<file path="config.mk">
export PLATFORM = sky130hd
export DESIGN_NAME = fmul_seq_flat
export DESIGN_NICKNAME = d
export VERILOG_FILES = /design/src/rtl/fmul_seq_if.sv /design/src/rtl/fmul_seq.sv /design/src/flat_wrapper.sv
export SDC_FILE = /design/constraint.sdc
export NUM_CORES = 1
export LEC_CHECK = 0
export CAP_MARGIN = 20
export CORE_ASPECT_RATIO = 1.2
export CORE_UTILIZATION = 60
export CTS_CLUSTER_DIAMETER = 40
export DETAILED_ROUTE_END_ITERATION = 6
export PLACE_DENSITY_LB_ADDON = 0.2
export SLEW_MARGIN = 15
export SYNTH_ARGS = -nofsm -noshare
export SYNTH_HDL_FRONTEND = slang
export SYNTH_SLANG_ARGS = --single-unit
export TNS_END_PERCENT = 100
</file>
<file path="constraint.sdc">
create_clock -name i_clk -period 6.5 [get_ports i_clk]
set_clock_uncertainty 0.2 [all_clocks]
set_input_delay 0.975 -clock i_clk [delete_from_list [all_inputs] [get_ports i_clk]]
set_output_delay 0.975 -clock i_clk [all_outputs]
set_load 0.02 [all_outputs]
</file>
<file path="src/rtl/fmul_seq_if.sv">
// fmul_seq_if: operand request / result handshake bundle for fmul_seq.
// master drives operands and result acceptance, slave is the multiplier.
interface fmul_seq_if #(parameter int W = 8) ();
   logic         i_valid;
   logic         o_ready;
   logic [2:0]   i_mode;
   logic [W-1:0] i_rd;
   logic [W-1:0] i_rr;
   logic         o_valid;
   logic         i_ready;
   logic [W-1:0] o_r1;
   logic [W-1:0] o_r0;
   logic         o_c;
   logic         o_z;
   logic         o_ovf;

   modport master (
      output i_valid, i_mode, i_rd, i_rr, i_ready,
      input  o_ready, o_valid, o_r1, o_r0, o_c, o_z, o_ovf
   );

   modport slave (
      input  i_valid, i_mode, i_rd, i_rr, i_ready,
      output o_ready, o_valid, o_r1, o_r0, o_c, o_z, o_ovf
   );
endinterface

</file>
<file path="src/rtl/fmul_seq.sv">
// fmul_seq: W-bit shift-add MUL/MULS/MULSU/FMUL/FMULS/FMULSU, one step per cycle.
// Define FMUL_SAT_EN to saturate the fractional (-1.0)x(-1.0) case.
module fmul_seq #(
   parameter int W = 8
) (
   input  logic       i_clk,
   input  logic       i_rst_n,
   fmul_seq_if.slave  bus
);
   localparam int CW = $clog2(W) + 1;

   typedef enum logic [1:0] {IDLE, CALC, FIN, DONE} state_t;

   state_t         state;
   logic           frac;
   logic           sign;
   logic [W-1:0]   mcand;
   logic [W-1:0]   hi;
   logic [W-1:0]   lo;
   logic [CW-1:0]  cnt;
   logic           ready;
   logic           valid;
   logic [W-1:0]   r1;
   logic [W-1:0]   r0;
   logic           c;
   logic           z;
   logic           ovf;
`ifdef FMUL_SAT_EN
   logic           both_sgn;
`endif

   logic           rd_neg;
   logic           rr_neg;
   logic [W-1:0]   rd_mag;
   logic [W-1:0]   rr_mag;
   logic [W:0]     sum;
   logic [2*W-1:0] raw;
   logic [2*W-1:0] res;
   logic           ovf_n;

   // -2^(W-1) has magnitude 2^(W-1), which still fits W unsigned bits
   always_comb begin
      rd_neg = bus.i_mode[0] & bus.i_rd[W-1];
      rr_neg = bus.i_mode[1] & bus.i_rr[W-1];
      rd_mag = rd_neg ? (~bus.i_rd + 1'b1) : bus.i_rd;
      rr_mag = rr_neg ? (~bus.i_rr + 1'b1) : bus.i_rr;
   end

   always_comb begin
      sum = {1'b0, hi} + (lo[0] ? {1'b0, mcand} : '0);
   end

   always_comb begin
      raw   = sign ? (~{hi, lo} + 1'b1) : {hi, lo};
      res   = frac ? {raw[2*W-2:0], 1'b0} : raw;
      ovf_n = 1'b0;
`ifdef FMUL_SAT_EN
      if (frac && both_sgn && (raw[2*W-1] != raw[2*W-2])) begin
         res   = {1'b0, {(2*W-1){1'b1}}};
         ovf_n = 1'b1;
      end
`endif
   end

   always_ff @(posedge i_clk) begin
      if (!i_rst_n) begin
         state <= IDLE;
         frac  <= 1'b0;
         sign  <= 1'b0;
         mcand <= '0;
         hi    <= '0;
         lo    <= '0;
         cnt   <= '0;
         ready <= 1'b1;
         valid <= 1'b0;
         r1    <= '0;
         r0    <= '0;
         c     <= 1'b0;
         z     <= 1'b0;
         ovf   <= 1'b0;
`ifdef FMUL_SAT_EN
         both_sgn <= 1'b0;
`endif
      end else begin
         unique case (state)
            IDLE: begin
               if (bus.i_valid) begin
                  frac  <= bus.i_mode[2];
                  sign  <= rd_neg ^ rr_neg;
                  mcand <= rd_mag;
                  hi    <= '0;
                  lo    <= rr_mag;
                  cnt   <= '0;
                  ready <= 1'b0;
                  state <= CALC;
`ifdef FMUL_SAT_EN
                  both_sgn <= &bus.i_mode[1:0];
`endif
               end
            end
            CALC: begin
               hi  <= sum[W:1];
               lo  <= {sum[0], lo[W-1:1]};
               cnt <= cnt + 1'b1;
               if (cnt == CW'(W - 1)) state <= FIN;
            end
            FIN: begin
               r1    <= res[2*W-1:W];
               r0    <= res[W-1:0];
               c     <= raw[2*W-1];
               z     <= (res == '0);
               ovf   <= ovf_n;
               valid <= 1'b1;
               state <= DONE;
            end
            DONE: begin
               if (bus.i_ready) begin
                  valid <= 1'b0;
                  ready <= 1'b1;
                  state <= IDLE;
               end
            end
            default: state <= IDLE;
         endcase
      end
   end

   assign bus.o_ready = ready;
   assign bus.o_valid = valid;
   assign bus.o_r1    = r1;
   assign bus.o_r0    = r0;
   assign bus.o_c     = c;
   assign bus.o_z     = z;
   assign bus.o_ovf   = ovf;
endmodule

</file>
<file path="src/flat_wrapper.sv">
// flat-port wrapper written by rule: the top's interface ports become plain ports
module fmul_seq_flat 
#(
   parameter int W = 8
)
  (i_clk, i_rst_n, bus_i_valid, bus_i_mode, bus_i_rd, bus_i_rr, bus_i_ready, bus_o_ready, bus_o_valid, bus_o_r1, bus_o_r0, bus_o_c, bus_o_z, bus_o_ovf);
  fmul_seq_if #(.W(W)) bus_i ();
  input  logic i_clk;
  input  logic i_rst_n;
  input wire logic [$bits(bus_i.i_valid)-1:0] bus_i_valid;
  input wire logic [$bits(bus_i.i_mode)-1:0] bus_i_mode;
  input wire logic [$bits(bus_i.i_rd)-1:0] bus_i_rd;
  input wire logic [$bits(bus_i.i_rr)-1:0] bus_i_rr;
  input wire logic [$bits(bus_i.i_ready)-1:0] bus_i_ready;
  output wire logic [$bits(bus_i.o_ready)-1:0] bus_o_ready;
  output wire logic [$bits(bus_i.o_valid)-1:0] bus_o_valid;
  output wire logic [$bits(bus_i.o_r1)-1:0] bus_o_r1;
  output wire logic [$bits(bus_i.o_r0)-1:0] bus_o_r0;
  output wire logic [$bits(bus_i.o_c)-1:0] bus_o_c;
  output wire logic [$bits(bus_i.o_z)-1:0] bus_o_z;
  output wire logic [$bits(bus_i.o_ovf)-1:0] bus_o_ovf;
  assign bus_i.i_valid = bus_i_valid;
  assign bus_i.i_mode = bus_i_mode;
  assign bus_i.i_rd = bus_i_rd;
  assign bus_i.i_rr = bus_i_rr;
  assign bus_i.i_ready = bus_i_ready;
  assign bus_o_ready = bus_i.o_ready;
  assign bus_o_valid = bus_i.o_valid;
  assign bus_o_r1 = bus_i.o_r1;
  assign bus_o_r0 = bus_i.o_r0;
  assign bus_o_c = bus_i.o_c;
  assign bus_o_z = bus_i.o_z;
  assign bus_o_ovf = bus_i.o_ovf;
  fmul_seq #(.W(W)) u_core (.i_clk(i_clk), .i_rst_n(i_rst_n), .bus(bus_i));
endmodule
</file>
---- After elaboration in Yosys (flattened, before gate mapping) ----
Index checks and enable logic that the tools add are counted.
word-level totals
  output and inout bits ................... 21
  word-level logic and storage cells ...... 61
  register bits after elaboration ......... 52
  input port bits ......................... 23
  memory bits (writable) .................. 0
  memory bits (read-only) ................. 0
  bits in latches ......................... 0
  memories kept ........................... 0
operators by class
  eq/ne operators ......................... 7
  bitwise operators ....................... 6
  add/sub/neg operators ................... 5
  muxes and demuxes ....................... 20
  shift-type cells ........................ 0
  $mul .................................... 0
  div/mod/pow operators ................... 0
  reductions and logical operators ........ 10
  $lt $le $gt $ge ......................... 0
operator list
  operator                                                          count
  8-bit two-way mux                                                 5
  16-bit two-way mux                                                2
  8-bit one-hot mux with 2 select lines                             2
  16-bit by 1-bit adder with 16-bit output (second input constant)  1
  8-bit by 1-bit adder with 8-bit output (second input constant)    2
  16-bit logical NOT                                                1
  16-bit NOT                                                        1
  8-bit NOT                                                         2
  8-bit by 9-bit adder with 9-bit output                            1
  2-bit one-hot mux with 4 select lines                             1
  4-bit one-hot mux with 2 select lines                             1
  2-bit two-way mux                                                 3
  2-bit AND reduction                                               3
  3-bit AND reduction                                               2
  2-bit nonzero test                                                3
  4-bit by 1-bit adder with 4-bit output (second input constant)    1
  2-bit == test (second input constant)                             2
  4-bit by 3-bit == test with 1-bit output (second input constant)  1
  4-bit two-way mux                                                 1
  2-bit != test (second input constant)                             2
  1-bit one-hot mux with 2 select lines                             2
  1-bit two-way mux                                                 3
  1-bit AND                                                         2
  2-bit by 1-bit == test with 1-bit output (second input constant)  1
  other kinds (3)                                                   3

---- Logic depth before layout (Yosys ltp) ----
Gate-level depths: netlist of run 1.
  depth in word-level cells ............... 5
  depth in mapped cells ................... 11
  depth with buffers taken out ............ 10

---- Least setup slack after synthesis of run 1 ----
No wires, ideal clock.
  path kind ............................... reg2reg
  from .................................... register u_core.lo[0]
  to ...................................... register u_core.z (netlist: u_core.bus.o_z)
  path slack .............................. 3.965 ns
  cell stages (with the launch flop) ...... 8
  data required time ...................... 6.231 ns
  setup time .............................. 0.069 ns
  data arrival time ....................... 2.266 ns
  clock period less this slack ............ 2.535 ns
  path buffers ............................ 1
  path through ............................ dfxtp_1 or4_1 clkbuf_2 or3_1 o31a_1 xor2_1 o41a_1 o21ai_1
between the ends
  longest elaborated chain between the ends .. 5
ends and longest elaborated chain
  element                                   line             RTL
  start, declared                           fmul_seq.sv:19   logic [W-1:0] lo;
  start signal, assigned                    fmul_seq.sv:92   lo <= rr_mag;
  start signal, assigned                    fmul_seq.sv:103  lo <= {sum[0], lo[W-1:1]};
  16-bit NOT                                fmul_seq.sv:54   raw = sign ? (~{hi, lo} + 1'b1) : {hi, lo};
  16-bit by 1-bit adder with 16-bit output  fmul_seq.sv:54
  16-bit two-way mux *                      fmul_seq.sv:54
  16-bit two-way mux *                      fmul_seq.sv:55   res = frac ? {raw[2*W-2:0], 1'b0} : raw;
  16-bit logical NOT *                      fmul_seq.sv:111  z <= (res == '0);
  end signal, assigned                      fmul_seq.sv:111
  end, declared                             fmul_seq.sv:26   logic z;
Every way passes the cells marked *; elsewhere a longest branch is shown, timed or not.
A chain may end at the register's enable or synchronous reset.

---- Worst setup path after layout of run 1 ----
Same ends and word-level chain as after synthesis.

==> run metrics, run 1 <==
Register-to-Register Path Depth=6; Seq/Total Area, Yosys=30.9%; reg2reg setup slack=approximately 3700 ps; crit path time final=2830 ps; DRT Pass-1 Iters=4; Tot Pwr=about 1.3 mW; gpl congestion=0.908; worst slew pin tran=727 ps; share of layout cells above drive strength 1=4.39%; Hold WC Path Type=reg2reg; pre-CTS setup slack=3480 ps; die height=around 84 µm; Clock Root Buffer=clkbuf_8; Mapped Cells=a little over 400; die area=0.00591 mm²; WL/cell=13.3 µm; Most Crowded Layer GR=met2; core area=~0.0053 mm²; YS warnings=0; Routed Antenna Nets=0; largest net degree at the start of global routing=36; Final Hold Viols=0; routed vias/inst=about 5.8; io pins=44; maxcap violations=0; grt total ovfl=0; Worst slew margin=51.4%; met2 Use GR=44.4%; 1st-iter DRT viols=83; status=finished, final reports clean; critical path arrival=2880 ps; Routed WL=around 6600 µm; final routed DRC violation total=0; min-delay src=u_core.mcand[0]; EDFF count, synth=0; Netlist cell types=51; Max rail drop VDD=roughly 0.00031 V; H-tree lvl count=2; crit path launch type=flip-flop; met3 Usage GRT=under 10%; cell area after synthesis=0.00337 mm²; row count=29; Post-CTS Hold Buffers=0; WHS Endpoint=u_core.mcand[0]; Reg clk slew, reported paths=90 ps; Crit. End Element=flip-flop; Post-synth top flop=dfxtp_1; I/O Buffers=42; clk_lat worst skew=about 300 ps; worst endpoint required time=6540 ps; Tot GR Track Use=23.8%; RSZ-0062 raised after global routing=no; final core utilization=approximately 73%; CTS tree=done; Reg2Reg Capture Point=u_core.bus.o_z; DP HPWL=around 5100 µm; RR Startpoint=u_core.lo[0]; CP max stage cell=or4_1; Slew Limit Fails=0; P_leak=approximately 1.6 nW; #FFs+latches synth=52; via count=between 2000 and 3000; Layout area overhead=15.0%; Async SR Flop Fraction=0%; fin crit share=43.6%; setup TNS=0 ps; Hold Path Stages=2; syn nets=447; Clock Tree Buf Depth=2; diode count=0; slowest stage delay, CP=690 ps; critical path cell sequence=or4_1 -> or3_1 -> o31a_1 -> xor2_1 -> o41a_1 -> o21ai_1; fill count=442; Min Hold Slack=266 ps; Die Width=70.4 µm; worst setup path category=reg2reg; total CTS buffers=5; routing usage on met1=26.6%; synthesized area per cell=8.27 µm²; initial antenna violation count=0; setup slack after layout=3670 ps; Final Setup Violations=0; FMAX=0.353 GHz; global-route wire length before repair=11600 µm; pwr dens=332 mW/mm²; CP Max Fanout=14; CTS-repair resized insts=0; vias in the first global route=2751; postcts setup bufs=0; Nets=472; # clock sinks=52; initial core utilization=63.1%
registers in the layout, indices dropped and copies added (netlist names):
signal,cells
u_core.bus.o_r1,8
u_core.bus.o_ready,1
u_core.bus.o_c,1
u_core.bus.o_r0,8
u_core.state,2
u_core.bus.o_z,1
u_core.cnt,4
u_core.hi,8
u_core.bus.o_valid,1
u_core.lo,8
u_core.mcand,8
u_core.sign,1
u_core.frac,1
through the flow:
stage / std cells / instance area (µm²)
after global routing: 495 / 3870
after detailed placement: 487 / 3780
after CTS: 495 / 3870
after floorplan: 407 / 3370
after global placement: 487 / 3780
final: 495 / 3870
routing by layer:
metal / vias up / share of wire [%]
met5: - / 0
li1: 1480 / -
met1: 1329 / 43
met3: 8 / 3.2
met2: 54 / 53
met4: 0 / 1.2
power breakdown:
group	total, mW	internal (mW)	switching (mW)
registers	0.459	0.381	0.0782
clock network	0.191	0.0852	0.105
logic	0.637	0.276	0.360
total	1.29	0.742	0.544
kinds of logic after synthesis:
kind of cell               synth area share, %
adders and majority gates                 6.54
DFF                                       30.9
xor gates and xnor gates                  7.55
and+or+nand+nor                           22.7
muxes                                     7.47
buffers and inverters                     5.32
other                                    0.111
AOI/OAI and AO/OA                         19.4
worst max path at each step:
| stage | from | to | depth (start not counted) |
|---|---|---|---|
| 3_5_place_dp | bus_i_rr[2] | u_core.lo[5] | 7 |
| 3_3_place_gp | bus_i_rr[2] | u_core.lo[5] | 7 |
| 4_1_cts | u_core.lo[0] | u_core.bus.o_z | 6 |
| 5_1_grt | u_core.lo[0] | u_core.bus.o_z | 6 |
| 6_report | u_core.lo[0] | u_core.bus.o_z | 6 |
| 2_1_floorplan | u_core.lo[0] | u_core.bus.o_z | 7 |
critical path, delay by kind of cell (launching register included):
family	cells	cell delay (ps)
AOI/OAI and AO/OA	3	840
DFF	1	440
xor gates and xnor gates	1	180
and+or+nand+nor	2	1110
cells in the mapped netlist (all sizes together) (3+ instances only):
master / n / area, µm²
o211ai: 6 / 45.0
o211a: 9 / 90.1
nor2: 13 / 48.8
nor2b: 23 / 144
o21a: 3 / 22.5
or4: 3 / 23.8
or2: 3 / 18.8
ha: 16 / 200
inv: 19 / 71.3
xor2: 14 / 123
a22oi: 7 / 52.6
dfxtp: 52 / 1040
o41ai: 6 / 52.6
a21oi: 11 / 55.1
or3: 10 / 63.8
clkbuf: 23 / 87.6
buf: 4 / 20.0
o31ai: 7 / 52.6
and2: 17 / 106
o21ai: 24 / 120
xnor2: 15 / 131
nor3: 3 / 15.0
nand3: 14 / 70.1
a21boi: 10 / 75.1
nand2: 38 / 143
nor3b: 3 / 22.5
o22ai: 3 / 18.8
nand2b: 7 / 43.8
mux2i: 24 / 240
area by class of cell:
class                           instances  area [µm²]  share of cell area, %
Sequential cell                        52        1040                   26.9
Clock buffer                            6        82.6                   2.13
Clock inverter                          2        10.0                  0.259
Timing Repair Buffer                   45         443                   11.4
Inverter                               19        71.3                   1.84
Tap cell                               62        77.6                   2.00
Multi-Input combinational cell        309        2150                   55.4
cell usage in the layout (no fill, tap or decap), types with 10 or more instances in the layout:
master and instances:
ha_1 16, nor2_1 13, inv_1 18, nand3_1 14, clkdlybuf4s50_1 42, nand2_1 38
o21ai_0 22, a21boi_0 10, dfxtp_1 52, a21oi_1 11, xnor2_1 15, nor2b_1 23
and2_1 17, mux2i_1 24, xor2_1 14
Power figures use the tool's default switching activity.
==> inputs of run 2 (changes only) <==
Settings changed: CORE_UTILIZATION 60 to 56.
Clock period 6.5 ns to 2.8 ns, I/O delays scaled along.
==> run metrics, run 2 (same netlist as run 1, synthesis figures left out) <==
crit path from=u_core.hi[2]; final routed DRC violation total=0; DP HPWL=about 5400 µm; RSZ-0062 raised after global routing=no; Layout area overhead=17.5%; routed vias/inst=approximately 5.5; Nets=480; DRT Pass-1 Iters=4; postcts setup bufs=0; diode count=0; Reg clk slew, reported paths=90 ps; min-delay src=u_core.mcand[7]; global-route wire length before repair=12300 µm; row count=30; die height=86.9 µm; # clock sinks=52; Crit. End Element=flip-flop; fill count=483; leading cell types in the layout, fill and taps excluded=52 x dfxtp_1, 42 x clkdlybuf4s50_1, 38 x nand2_1; share of layout cells above drive strength 1=5.90%; critical path arrival=2590 ps; I/O Buffers=42; H-tree lvl count=2; Final Hold Viols=0; core area=between 0.005 and 0.006 mm²; RR Startpoint=u_core.hi[2]; worst setup path category=reg2reg; Clock Root Buffer=clkbuf_8; grt total ovfl=0; worst slew pin tran=742 ps; Register-to-Register Path Depth=6; commonest non-fill, non-tap cell in the layout=dfxtp_1; crit path time final=~2500 ps; CP max stage cell=or4_2; io pins=44; gpl congestion=0.823; Tot GR Track Use=24.4%; FMAX=slightly below 0.4 GHz; Max rail drop VDD=~0.0007 V; FF+latch area=0.00104 mm²; total CTS buffers=5; Die Width=between 70 and 80 µm; clk_lat worst skew=300 ps; slowest stage delay, CP=720 ps; Hold WC Path Type=reg2reg; largest net degree at the start of global routing=32; fin crit share=90.8%; initial core utilization=58.6%; fin area=0.00396 mm²; Reg2Reg Capture Point=u_core.bus.o_z; worst endpoint required time=between 2000 and 3000 ps; Slew Limit Fails=0; reg2reg setup slack=~260 ps; setup TNS=0 ps; final core utilization=68.9%; Tot Pwr=3.06 mW; critical path endpoint=u_core.bus.o_z; via count=2870; critical path cell sequence=or4_2 -> o41ai_1 -> xor2_1 -> and4_1 -> nand4_1 -> o21ai_1; Min Hold Slack=266 ps; vias in the first global route=roughly 2800; Worst slew margin=50.5%; CTS tree=done; Routed Antenna Nets=0; crit path launch type=flip-flop; die area=0.00633 mm²; Routed WL=6990 µm; Multi-input gate area=0.00215 mm²; 1st-iter DRT viols=120; WL/cell=13.4 µm; P_leak=1.60 nW; CP Max Fanout=8; Clock Tree Buf Depth=2; Final Setup Violations=0; Post-CTS Hold Buffers=0; maxcap violations=0; initial antenna violation count=0; CTS-repair resized insts=0; pwr dens=775 mW/mm²; Area after DPL=0.00386 mm²; status=finished, final reports clean
## run 2: cell count changes in the layout (fill, tap and decap cells not counted)
cell and change:
clkinv_2 -2, buf_4 +8, clkbuf_1 +1, clkinvlp_4 +1
## run 2: worst min path at each step
stage                                     to  depth (start not counted)  slack [ps]
after floorplan              u_core.mcand[0]                          2         240
after global routing      u_core.bus.o_r0[6]                          2         300
after global placement       u_core.mcand[7]                          2         250
final                        u_core.mcand[7]                          2         270
after CTS                    u_core.mcand[7]                          2         270
after detailed placement     u_core.mcand[7]                          2         260
## run 2: final cells by class
class                           instances  area share, %
Clock inverter                          1          0.190
Multi-Input combinational cell        309           54.3
Tap cell                               80           2.53
Sequential cell                        52           26.3
Clock buffer                            7           2.18
Inverter                               19           1.80
Timing Repair Buffer                   53           12.7
## run 2: layer usage
layer | share of wire [%] | up-vias | GRT usage [%]
li1 | - | 1492 | -
met1 | 43 | 1322 | 28.3
met2 | 53 | 47 | 45.1
met3 | 2.7 | 9 | 3.82
met4 | 1.3 | 0 | 7.66
met5 | 0 | - | 0
## run 2: through the flow
| step | cells | setup WS [ps] |
|---|---|---|
| floorplan | 407 | 265 |
| global placement | 513 | 291 |
| detailed placement | 513 | 277 |
| CTS | 521 | 251 |
| global route | 521 | 78.0 |
| finish | 521 | 257 |
## run 2: power by group
group	internal, mW	total [mW]	switching (mW)
logic	0.704	1.58	0.881
registers	0.884	1.04	0.156
clock network	0.201	0.441	0.239
total	1.79	3.06	1.28
## run 2: critical path, delay by kind of cell (launching register included)
kind                      cells  cell delay (ps)
AOI/OAI and AO/OA             2              560
and+or+nand+nor               3             1050
DFF                           1              410
xor gates and xnor gates      1              270
==> inputs of run 3 (changes only) <==
Settings changed: CORE_UTILIZATION 56 to 64, CTS_CLUSTER_DIAMETER 40 to unset, DONT_BUFFER_PORTS set to 1.
==> run metrics, run 3 (same netlist as run 1, synthesis figures left out) <==
Layout area overhead=4.68%; postcts setup bufs=0; Final Hold Viols=0; global-route wire length before repair=about 11000 µm; WL/cell=14.9 µm; Reg clk slew, reported paths=90 ps; fill count=about 400; leading cell types in the layout, fill and taps excluded=51 x dfxtp_1, 38 x nand2_1, 24 x mux2i_1; Area after DPL=0.00339 mm²; grt total ovfl=0; CP max stage cell=fa_1; clk_lat worst skew=300 ps; maxcap violations=0; FMAX=~0.38 GHz; core area=between 0.005 and 0.006 mm²; initial antenna violation count=0; io pins=44; diode count=0; Hold Path Stages=1; fin area=0.00352 mm²; P_leak=1.45 nW; # clock sinks=52; slowest stage delay, CP=just under 400 ps; Nets=435; Post-CTS Hold Buffers=0; crit path launch type=flip-flop; Hold WC Path Type=in2reg; worst path bufs/invs=2; total CTS buffers=5; critical path arrival=2640 ps; RSZ-0062 raised after global routing=no; Clock Root Buffer=clkbuf_8; Register-to-Register Path Depth=11; worst endpoint required time=2820 ps; CTS-repair resized insts=0; Crit. End Element=flip-flop; via count=2744; CTS tree=done; fin crit share=93.5%; row count=28; CP delay by family, top=compound AO/OA/AOI/OAI gates; Routed WL=6780 µm; crit path time final=2620 ps; share of layout cells above drive strength 1=6.08%; critical path cell sequence=buf_4 -> and2_1 -> ha_1 -> inv_1 -> fa_1 -> nor2b_1 -> o21ai_0 -> a21boi_1 -> o21a_1 -> o31ai_1 -> o31ai_1; routed vias/inst=6.03; final routed DRC violation total=0; Clock Tree Buf Depth=2; Tot GR Track Use=roughly 26%; Worst slew margin=58.8%; worst setup path category=reg2reg; 1st-iter DRT viols=113; largest net degree at the start of global routing=56; I/O Buffers=0; Max rail drop VDD=0.000834 V; initial core utilization=67.2%; Worst path depth=11; status=finished, final reports clean; gpl congestion=roughly 0.90; Die Width=68.2 µm; H-tree lvl count=2; DRT Pass-1 Iters=4; die height=between 80 and 90 µm; DP HPWL=4940 µm; CP Max Fanout=11; Routed Antenna Nets=0; commonest non-fill, non-tap cell in the layout=dfxtp_1; worst slew pin tran=between 600 and 700 ps; crit-path most repeated cell=o31ai_1; Final Setup Violations=0; Slew Limit Fails=0; pwr dens=873 mW/mm²; setup TNS=0 ps; die area=0.00555 mm²; final core utilization=70.3%; vias in the first global route=roughly 2600
-- run 3: changes by cell type in the layout (fill, tap and decap cells not counted), sizes merged --
cell           change
buf                -3
bufinv             +2
clkbuf             -2
clkdlybuf4s50     -42
clkinvlp           -1
-- run 3: where the power goes --
part | switching (mW) | total, mW | leakage [nW] | internal (mW)
Sequential | 0.199 | 1.08 | 0.424 | 0.885
Combinational | 0.802 | 1.40 | 0.965 | 0.594
Clock | 0.242 | 0.594 | 0.0642 | 0.352
Total | 1.24 | 3.07 | 1.45 | 1.83
-- run 3: stage by stage --
stage / hold WS (ps) / power (mW) / std cells / worst slack [ps]
floorplan: 239 / 2.19 / 407 / 265
global placement: 252 / 2.45 / 448 / 265
detailed placement: 261 / 2.49 / 448 / 271
CTS: 0.795 / 3.09 / 455 / 105
global route: 18.4 / 3.30 / 455 / 33.2
finish: 11.7 / 3.07 / 455 / 183
-- run 3: worst paths after layout --
check,from,to,slack [ps]
worst min-delay path,i_rst_n,u_core.bus.o_ready,10
worst max register to register,u_core.lo[0],u_core.hi[7],180
worst min register to register,u_core.mcand[7],u_core.mcand[7],270
worst max-delay path,u_core.lo[0],u_core.hi[7],180
-- run 3: layout make-up --
cell class	count	area, µm²	area share [%]
Sequential cell	52	1040	29.6
Clock inverter	2	60.1	1.70
Multi-Input combinational cell	309	2150	60.9
Timing Repair Buffer	8	60.1	1.70
Inverter	19	71.3	2.02
Tap cell	60	75.1	2.13
Clock buffer	5	68.8	1.95
-- run 3: layer usage --
layer | routed length [µm] | vias up | GRT usage (%)
met5 | 0 | - | 0
met4 | 143 | 0 | 11.0
met3 | 219 | 15 | 5.28
met2 | 3360 | 60 | 45.8
met1 | 3050 | 1262 | 29.5
li1 | - | 1407 | -
